## src/rtl/pcs_loopback_buf.sv

```systemverilog
// pcs_loopback_buf
// ----------------
// Elastic buffer on the RX->TX loopback path, in logic_clk. pcs_rx cannot be
// stalled, but pcs_tx drops ready during marker and gearbox slots. This block
// absorbs those stalls in a small FIFO. When the FIFO is nearly full, it
// deletes inter-frame idle blocks. When it runs dry, it synthesises idle (or
// error) blocks, so pcs_tx always sees a legal block stream.
//
// Optional build macro: LOOPBACK_STATS_EN. When it is defined, the
// deletion/insertion/underflow counters are built. When it is undefined, the
// counter outputs are tied to zero. Datapath behaviour is the same in both
// builds.
//
// Ports
//   clk, reset                 logic_clk, synchronous active-high reset
//   valid_i                    pcs_rx block valid this cycle
//   ctrl_v_i/idle_v_i/
//   term_v_i/err_v_i           pcs_rx block flags
//   start_v_i[LANE0_CNT_N]     start flag per lane-0 position
//   data_i[DATA_W], keep_i     block data and byte keep
//   ready_i                    pcs_tx ready; output registers hold while low
//   ctrl_v_o..keep_o           block presented to pcs_tx
//   fill_o                     current FIFO occupancy, 0..DEPTH
//   overflow_o                 sticky, a non-idle block was lost
//   del_cnt_o/ins_cnt_o/
//   unf_cnt_o                  saturating 16-bit statistics

module pcs_loopback_buf #(
    parameter int IS_10G   = 1,
    parameter int DATA_W   = 64,
    parameter int DEPTH    = 16,
    parameter int START_WM = 4,
    parameter int HI_WM    = 12,
    localparam int LANE0_CNT_N = (IS_10G != 0) ? 2 : 1,
    localparam int KEEP_W      = DATA_W / 8,
    localparam int FILL_W      = $clog2(DEPTH) + 1
) (
    input  logic                   clk,
    input  logic                   reset,
    input  logic                   valid_i,
    input  logic                   ctrl_v_i,
    input  logic                   idle_v_i,
    input  logic                   term_v_i,
    input  logic                   err_v_i,
    input  logic [LANE0_CNT_N-1:0] start_v_i,
    input  logic [DATA_W-1:0]      data_i,
    input  logic [KEEP_W-1:0]      keep_i,
    input  logic                   ready_i,
    output logic                   ctrl_v_o,
    output logic                   idle_v_o,
    output logic                   term_v_o,
    output logic                   err_v_o,
    output logic [LANE0_CNT_N-1:0] start_v_o,
    output logic [DATA_W-1:0]      data_o,
    output logic [KEEP_W-1:0]      keep_o,
    output logic [FILL_W-1:0]      fill_o,
    output logic                   overflow_o,
    output logic [15:0]            del_cnt_o,
    output logic [15:0]            ins_cnt_o,
    output logic [15:0]            unf_cnt_o
);

    localparam int PTR_W = $clog2(DEPTH);

    localparam logic [FILL_W-1:0] DEPTH_F    = FILL_W'(DEPTH);
    localparam logic [FILL_W-1:0] START_WM_F = FILL_W'(START_WM);
    localparam logic [FILL_W-1:0] HI_WM_F    = FILL_W'(HI_WM);

    typedef struct packed {
        logic                   ctrl;
        logic                   idle;
        logic                   term;
        logic                   err;
        logic [LANE0_CNT_N-1:0] start;
        logic [KEEP_W-1:0]      keep;
        logic [DATA_W-1:0]      data;
    } blk_t;

    typedef enum logic {
        PRIME = 1'b0,
        RUN   = 1'b1
    } state_t;

    function automatic blk_t idle_blk();
        blk_t b;
        b      = '0;
        b.ctrl = 1'b1;
        b.idle = 1'b1;
        return b;
    endfunction

    function automatic blk_t err_blk();
        blk_t b;
        b      = '0;
        b.ctrl = 1'b1;
        b.err  = 1'b1;
        return b;
    endfunction

    blk_t             mem [DEPTH];
    blk_t             in_blk;
    blk_t             head;
    blk_t             out_q;
    blk_t             out_next;

    logic [PTR_W-1:0]  wr_ptr;
    logic [PTR_W-1:0]  rd_ptr;
    logic [FILL_W-1:0] fill;
    logic              in_frame_w;
    logic              in_frame_r;
    logic              in_frame_r_next;
    logic              overflow;

    state_t            state;
    state_t            state_next;

    logic              pop;
    logic              del_blk;
    logic              drop_blk;
    logic              wr_en;
    logic              ins_inc;
    logic              unf_inc;

    always_comb begin
        in_blk       = '0;
        in_blk.ctrl  = ctrl_v_i;
        in_blk.idle  = idle_v_i;
        in_blk.term  = term_v_i;
        in_blk.err   = err_v_i;
        in_blk.start = start_v_i;
        in_blk.keep  = keep_i;
        in_blk.data  = data_i;
    end

    assign head = mem[rd_ptr];

    // Write-side decisions use the registered fill. A full FIFO still accepts
    // a block when a pop frees a slot in the same cycle.
    assign del_blk  = valid_i && idle_v_i && !in_frame_w && (fill >= HI_WM_F);
    assign drop_blk = valid_i && !del_blk && (fill == DEPTH_F) && !pop;
    assign wr_en    = valid_i && !del_blk && !drop_blk;

    // Read-side FSM. Every state presents a block whenever ready_i is high.
    // The PRIME->RUN decision depends only on fill, not on ready_i.
    always_comb begin
        state_next      = state;
        out_next        = out_q;
        pop             = 1'b0;
        ins_inc         = 1'b0;
        unf_inc         = 1'b0;
        in_frame_r_next = in_frame_r;
        case (state)
            PRIME: begin
                if (ready_i) begin
                    out_next = idle_blk();
                end
                if (fill >= START_WM_F) begin
                    state_next = RUN;
                end
            end
            RUN: begin
                if (ready_i) begin
                    if (fill != '0) begin
                        pop      = 1'b1;
                        out_next = head;
                        if (|head.start) begin
                            in_frame_r_next = 1'b1;
                        end else if (head.term) begin
                            in_frame_r_next = 1'b0;
                        end
                    end else if (!in_frame_r) begin
                        out_next = idle_blk();
                        ins_inc  = 1'b1;
                    end else begin
                        // Running dry mid-frame: poison the frame and re-prime.
                        out_next        = err_blk();
                        in_frame_r_next = 1'b0;
                        unf_inc         = 1'b1;
                        state_next      = PRIME;
                    end
                end
            end
            default: state_next = PRIME;
        endcase
    end

    always_ff @(posedge clk) begin
        if (reset) begin
            state <= PRIME;
        end else begin
            state <= state_next;
        end
    end

    always_ff @(posedge clk) begin
        if (reset) begin
            wr_ptr     <= '0;
            rd_ptr     <= '0;
            fill       <= '0;
            in_frame_w <= 1'b0;
            in_frame_r <= 1'b0;
            overflow   <= 1'b0;
            out_q      <= idle_blk();
        end else begin
            if (wr_en) begin
                wr_ptr <= wr_ptr + 1'b1;
            end
            if (pop) begin
                rd_ptr <= rd_ptr + 1'b1;
            end
            case ({wr_en, pop})
                2'b10:   fill <= fill + 1'b1;
                2'b01:   fill <= fill - 1'b1;
                default: fill <= fill;
            endcase
            // Frame tracking follows every valid block, kept or not.
            if (valid_i) begin
                if (|start_v_i) begin
                    in_frame_w <= 1'b1;
                end else if (term_v_i) begin
                    in_frame_w <= 1'b0;
                end
            end
            in_frame_r <= in_frame_r_next;
            if (drop_blk && !idle_v_i) begin
                overflow <= 1'b1;
            end
            out_q <= out_next;
        end
    end

    // Storage holds data only; occupancy is tracked by fill and the pointers.
    always_ff @(posedge clk) begin
        if (wr_en) begin
            mem[wr_ptr] <= in_blk;
        end
    end

    assign ctrl_v_o   = out_q.ctrl;
    assign idle_v_o   = out_q.idle;
    assign term_v_o   = out_q.term;
    assign err_v_o    = out_q.err;
    assign start_v_o  = out_q.start;
    assign data_o     = out_q.data;
    assign keep_o     = out_q.keep;
    assign fill_o     = fill;
    assign overflow_o = overflow;

`ifdef LOOPBACK_STATS_EN
    function automatic logic [15:0] sat_inc(input logic [15:0] v);
        return (v == 16'hFFFF) ? v : v + 16'd1;
    endfunction

    logic [15:0] del_cnt;
    logic [15:0] ins_cnt;
    logic [15:0] unf_cnt;

    always_ff @(posedge clk) begin
        if (reset) begin
            del_cnt <= '0;
            ins_cnt <= '0;
            unf_cnt <= '0;
        end else begin
            if (del_blk) begin
                del_cnt <= sat_inc(del_cnt);
            end
            if (ins_inc) begin
                ins_cnt <= sat_inc(ins_cnt);
            end
            if (unf_inc) begin
                unf_cnt <= sat_inc(unf_cnt);
            end
        end
    end

    assign del_cnt_o = del_cnt;
    assign ins_cnt_o = ins_cnt;
    assign unf_cnt_o = unf_cnt;
`else
    logic unused_stats;
    assign unused_stats = ins_inc ^ unf_inc;

    assign del_cnt_o = '0;
    assign ins_cnt_o = '0;
    assign unf_cnt_o = '0;
`endif

endmodule
```

## config.mk

```make
export PLATFORM = sky130hd
export DESIGN_NAME = pcs_loopback_buf
export DESIGN_NICKNAME = d
export VERILOG_FILES = /design/src/rtl/pcs_loopback_buf.sv
export SDC_FILE = /design/constraint.sdc
export NUM_CORES = 1
export LEC_CHECK = 0
export CORE_UTILIZATION = 45
export CTS_CLUSTER_DIAMETER = 40
export CTS_CLUSTER_SIZE = 40
export DETAILED_ROUTE_END_ITERATION = 16
export DONT_BUFFER_PORTS = 1
export GPL_TIMING_DRIVEN = 0
export PLACE_DENSITY = 0.69
export SYNTH_ARGS = -nofsm -noshare
export SYNTH_HDL_FRONTEND = slang
export SYNTH_SLANG_ARGS = --single-unit
```

## constraint.sdc

```tcl
create_clock -name clk -period 16.15 [get_ports clk]
set_input_delay 4.0375 -clock clk [delete_from_list [all_inputs] [get_ports clk]]
set_output_delay 4.0375 -clock clk [all_outputs]
set_load 0.005 [all_outputs]
```

# == Yosys cells after proc, flatten, opt, wreduce, memory -nomap -nowiden ==
# Memory sizes are Yosys's and may differ from the RTL's. A register that Yosys moved wholly into a read port is not among the register bits.
# Index checks and enable logic that the tools add are counted.
# word_totals
n_memories,1
regBits,95
word_cells,72
output_inout_bits,132
in_bits,82
ramBits,1248
# memory_table
name,words,word_bits,read_ports,rd_ports_with_merged_regs,wr,line,source
mem,16,78,1,1,1,100,blk_t mem [DEPTH];
# classes
reduce_logical,21
n_bitwise,1
muxes,23
n_eq_ne,6
n_addsub,4
magnitude_cmp,2
# op_table
op,count
$mux 78,3
$pmux 78 s2,1
$mux 77,1
$mux 1,14
$pmux 5 s2,1
$add 4x1->4 const B,2
$logic_and 1x1->1,8
$mux 4,2
$add 5x1->5 const B,1
$eq 5x5->1 const B,1
$ge 5x3->1 const B,1
$ge 5x4->1 const B,1
$logic_not 1->1,5
$reduce_bool 5->1,1
$sub 5x1->5 const B,1
$ne 2x2->1 const B,2
$reduce_and 2->1,2
$reduce_bool 2->1,2
$reduce_or 2->1,2
$ne 3x2->1 const B,1
$reduce_and 3->1,1
$eq 2x1->1 const B,1
$eq 2x2->1 const B,1
$pmux 1 s2,1
$not 1->1,1

# == Depth between registers and ports, before layout ==
# depth
depth_word,11
depth_mapped,10
mapped_depth_nobuf,9

# == Worst setup path after synthesis ==
# OpenSTA, ideal clock, no wires.
# synth_timing
path_kind,input to register
startpoint,input port idle_v_i
endpoint,memory mem[3][0] (netlist name) (enable)
setup_time_ps,610
n_path_buf,0
stages,4
t_required_ps,15540
path_slack_ps,5305
arrival_ps,10236
cell_sequence,nor2b_1 a221oi_2 nand2_1 nor3_1
# synth_via
elab_chain_cells,11
# synth_lines
element,line,source
from (decl),42,"input logic idle_v_i,"
$logic_and 1x1->1 (*) (3 in series),139,assign del_blk = valid_i && idle_v_i && !in_frame_w && (fill >= HI_WM_F);
$logic_not 1->1 (*),"140, 141",
$logic_and 1x1->1 (*),"140, 141",
$logic_and 1x1->1 (2 in series),140,assign drop_blk = valid_i && !del_blk && (fill == DEPTH_F) && !pop;
$logic_not 1->1,141,assign wr_en = valid_i && !del_blk && !drop_blk;
$logic_and 1x1->1 (*),141,
$mux 1 (*),234,if (wr_en) begin
$mux 1 (not written as such) (*),235,mem[wr_ptr] <= in_blk;
to (decl),100,
# Every way passes the cells marked *; elsewhere a longest branch is shown, timed or not.

# == Worst setup path in the final report ==
# layout_timing
startpoint,input port idle_v_i
endpoint,memory mem[3][65] (netlist name) (enable)
# The elaborated chain is that of the path after synthesis.

==> impl_metrics.json <==
{
  "rsz0062_at_grt": "no",
  "cts_max_level": 4,
  "fin_crit_sh": 0.3964,
  "avgSynthCellArea_um2": 22.59,
  "setup.worst_path.start": "idle_v_i",
  "synth_edf_count": 1248,
  "grt_pass1_wl_mm": 172.1,
  "synth.area.top_cells": "edfxtp_1 (74%), mux4_2 (17%), dfxtp_1 (3.9%), buf_4 (0.72%), o21ai_1 (0.68%)",
  "num_rows": 122,
  "nFillCells": 8149,
  "crit_required_ns": 16.60,
  "synth_area_um2": 50810,
  "via_count": 23870,
  "viasPerCell": 5.773,
  "syn_to_final_growth_pct": 16.82,
  "die_area_um2": 114300,
  "nets": 2620,
  "dp.cells": 3875,
  "cts_made_buffers": 140,
  "post-route-util": 0.5334,
  "grt_pass1_vias": 24540,
  "critPathSlowestCell": "nor3_2",
  "cpLargestDelayFamily": "simple AND/OR/NAND/NOR gates",
  "clockBufferDepth": 3,
  "irDropWorstVdd_uv": 93.83,
  "synth_seq_cells": 1347,
  "track_usage": 0.2154,
  "antenna_found_initial": 1,
  "cts_setup_buffers": 0,
  "drc": 0,
  "io_pins": 214,
  "cp_common_cell": "buf_6",
  "syn_inst": 2249,
  "ctsResizeCount": 0,
  "slew_headroom": 0.2639,
  "skew_ns": 0.02674,
  "p_per_area_nw_per_um2": 124.2,
  "power_mw": 7.374,
  "pre_cts_ws_ns": 8.939,
  "crit_type": "in -> reg",
  "wire_per_inst_um": 29.26,
  "drt_iter0_markers": 2905,
  "cp_num_buf_inv": 4,
  "clk_pin_slew_ns": 0.06,
  "crit_path_start_kind": "input pin",
  "synth_top_area_cell": "edfxtp_1",
  "cts_sinks": 1347,
  "cts_root_buf": "clkbuf_16",
  "grt_max_degree": 24,
  "crit-reg2reg-launch": "fill_o[0]",
  "core_area_um2": 111300,
  "place_congestion": 0.7617,
  "p_leak_nw": 18.70,
  "synth_top_area_frac": 0.7376,
  "arrival_ns": 6.86,
  "stdcell_count": 4135,
  "ys_seq_area_frac": 0.7766,
  "ys_types": 43,
  "wl_mm": 121.0,
  "hold_violations": 0,
  "finalSetupViolCount": 0,
  "outcome": "finished, final reports clean",
  "cap_violations": 0,
  "gr-total-overflow": 0,
  "cp_slowest_stage_delay_ns": 0.74,
  "yosysWarnings": 0,
  "synth-async-reset-ratio": 0,
  "final.min_clock_period_ns": 6.403,
  "tightest_slew_ns": 1.104,
  "synthFlopType": "edfxtp_1",
  "dr.pass1.iters": 5,
  "dp_hpwl_mm": 77.47,
  "finalMaxSlewViolations": 0,
  "postCtsHoldBufs": 0,
  "start_util": 0.4566,
  "path_cells": "nor2b_1 -> a221oi_2 -> nand2_1 -> nor3_2 -> buf_8 -> buf_6 -> buf_6 -> buf_6",
  "clk_latency_ns": 0.74,
  "worst_slack_ns": 9.747,
  "worst-path-max-fanout": 18,
  "cts_tree": "built",
  "place.port_buffers": 0,
  "drive_above_1_share": 0.3173,
  "fmax_mhz": 156.2,
  "hold_start": "data_o[26]",
  "die_w_um": 338.0,
  "ant_nets": 0,
  "cp-end-kind": "register",
  "antennaDiodeCount": 0,
  "min_path_type": "reg -> reg",
  "die_h_um": 338.0
}
## cell usage in the layout, fill, tap and decap left out, drive strengths merged, types with 6 or more instances in the layout
cell type  count
edfxtp      1248
mux4         386
clkbuf       214
buf          187
inv          117
dfxtp         99
nand2         85
o21ai         75
conb          48
clkinv        41
nor2          37
clkinvlp      16
bufinv        11
ha             8
mux2i          8
xor2           6
nand3          6
nor3           6
## final timing paths
path / endpoint / slack [ns] / depth (start not counted)
max reg2reg: mem[3][65] / 12.51 / 8
max: mem[3][65] / 9.75 / 8
min reg2reg: data_o[26] / 0.46 / 2
min: data_o[26] / 0.46 / 2
## tightest hold or removal path, delay by kind of cell, from the launching register on
family             cells  cell delay (ns)
AOI/OAI and AO/OA      1             0.05
DFF                    1             0.32
and+or+nand+nor        1             0.05
## cell type report
type                    count  area, um^2  share of cell area
multi-input cells         714       10480              0.1766
flip-flops and latches   1347       39460              0.6648
clock inverters           108        1282             0.02161
repair buffers             91        1475             0.02485
plain buffers             158       873.3             0.01471
inverters                  77       289.0            0.004869
clock buffers             152        3632             0.06119
well taps                1488        1862             0.03137
## synthesized netlist by cell type, drive strengths merged (2+ instances only)
library cell / n
nand2: 85
nand2b: 4
dfxtp: 99
nor4: 2
nor2b: 5
buf: 96
a22oi: 5
xor2: 6
xnor2: 3
inv: 77
a21o: 5
nand4: 2
a221oi: 2
edfxtp: 1248
nor3: 6
nor2: 37
o21ai: 75
clkbuf: 62
mux2i: 8
a31oi: 2
a21oi: 5
nand3: 6
ha: 8
and2: 3
mux4: 386
## kinds of logic after synthesis
family | Yosys count | share of synthesized area
AO/OA/AOI/OAI | 101 | 0.01125
XOR/XNOR | 9 | 0.001552
adder cells (fa/ha/maj) | 9 | 0.002364
buffers and inverters | 235 | 0.02285
flip-flops | 1347 | 0.7766
multiplexers | 394 | 0.1727
other | 1 | 0.00007381
AND/OR/NAND/NOR | 153 | 0.01256
## stage by stage
stage               hold slack [ns]  instance area, um^2  setup TNS [ns]
floorplan                    0.4367                50990               0
global route                 0.4878                59360               0
detailed placement           0.4595                54440               0
CTS                          0.4674                59360               0
global placement             0.4436                52850         -717.89
finish                       0.4621                59360               0
## sequential cells by signal (all words and copies together) (netlist names), 2 cells and up, named ones only
signal / count
keep_o: 8
fill_o: 5
data_o: 64
rd_ptr: 4
wr_ptr: 4
start_v_o: 2
mem: 1248
## metal layers
layer	vias up	track usage	routed length (um)
met1	12620	0.2736	44850
met2	1200	0.3546	59940
met3	219	0.06790	12980
li1	9829	-	-
met4	0	0.06624	3220
met5	-	0	0
## where the power goes
group / leakage [nW] / switching [mW] / internal, mW
Combinational: 4.27 / 0.0852 / 0.0713
Clock: 2.35 / 1.47 / 1.88
Sequential: 12.1 / 0.0115 / 3.85
No activity file was read; power rests on OpenSTA's default activity.
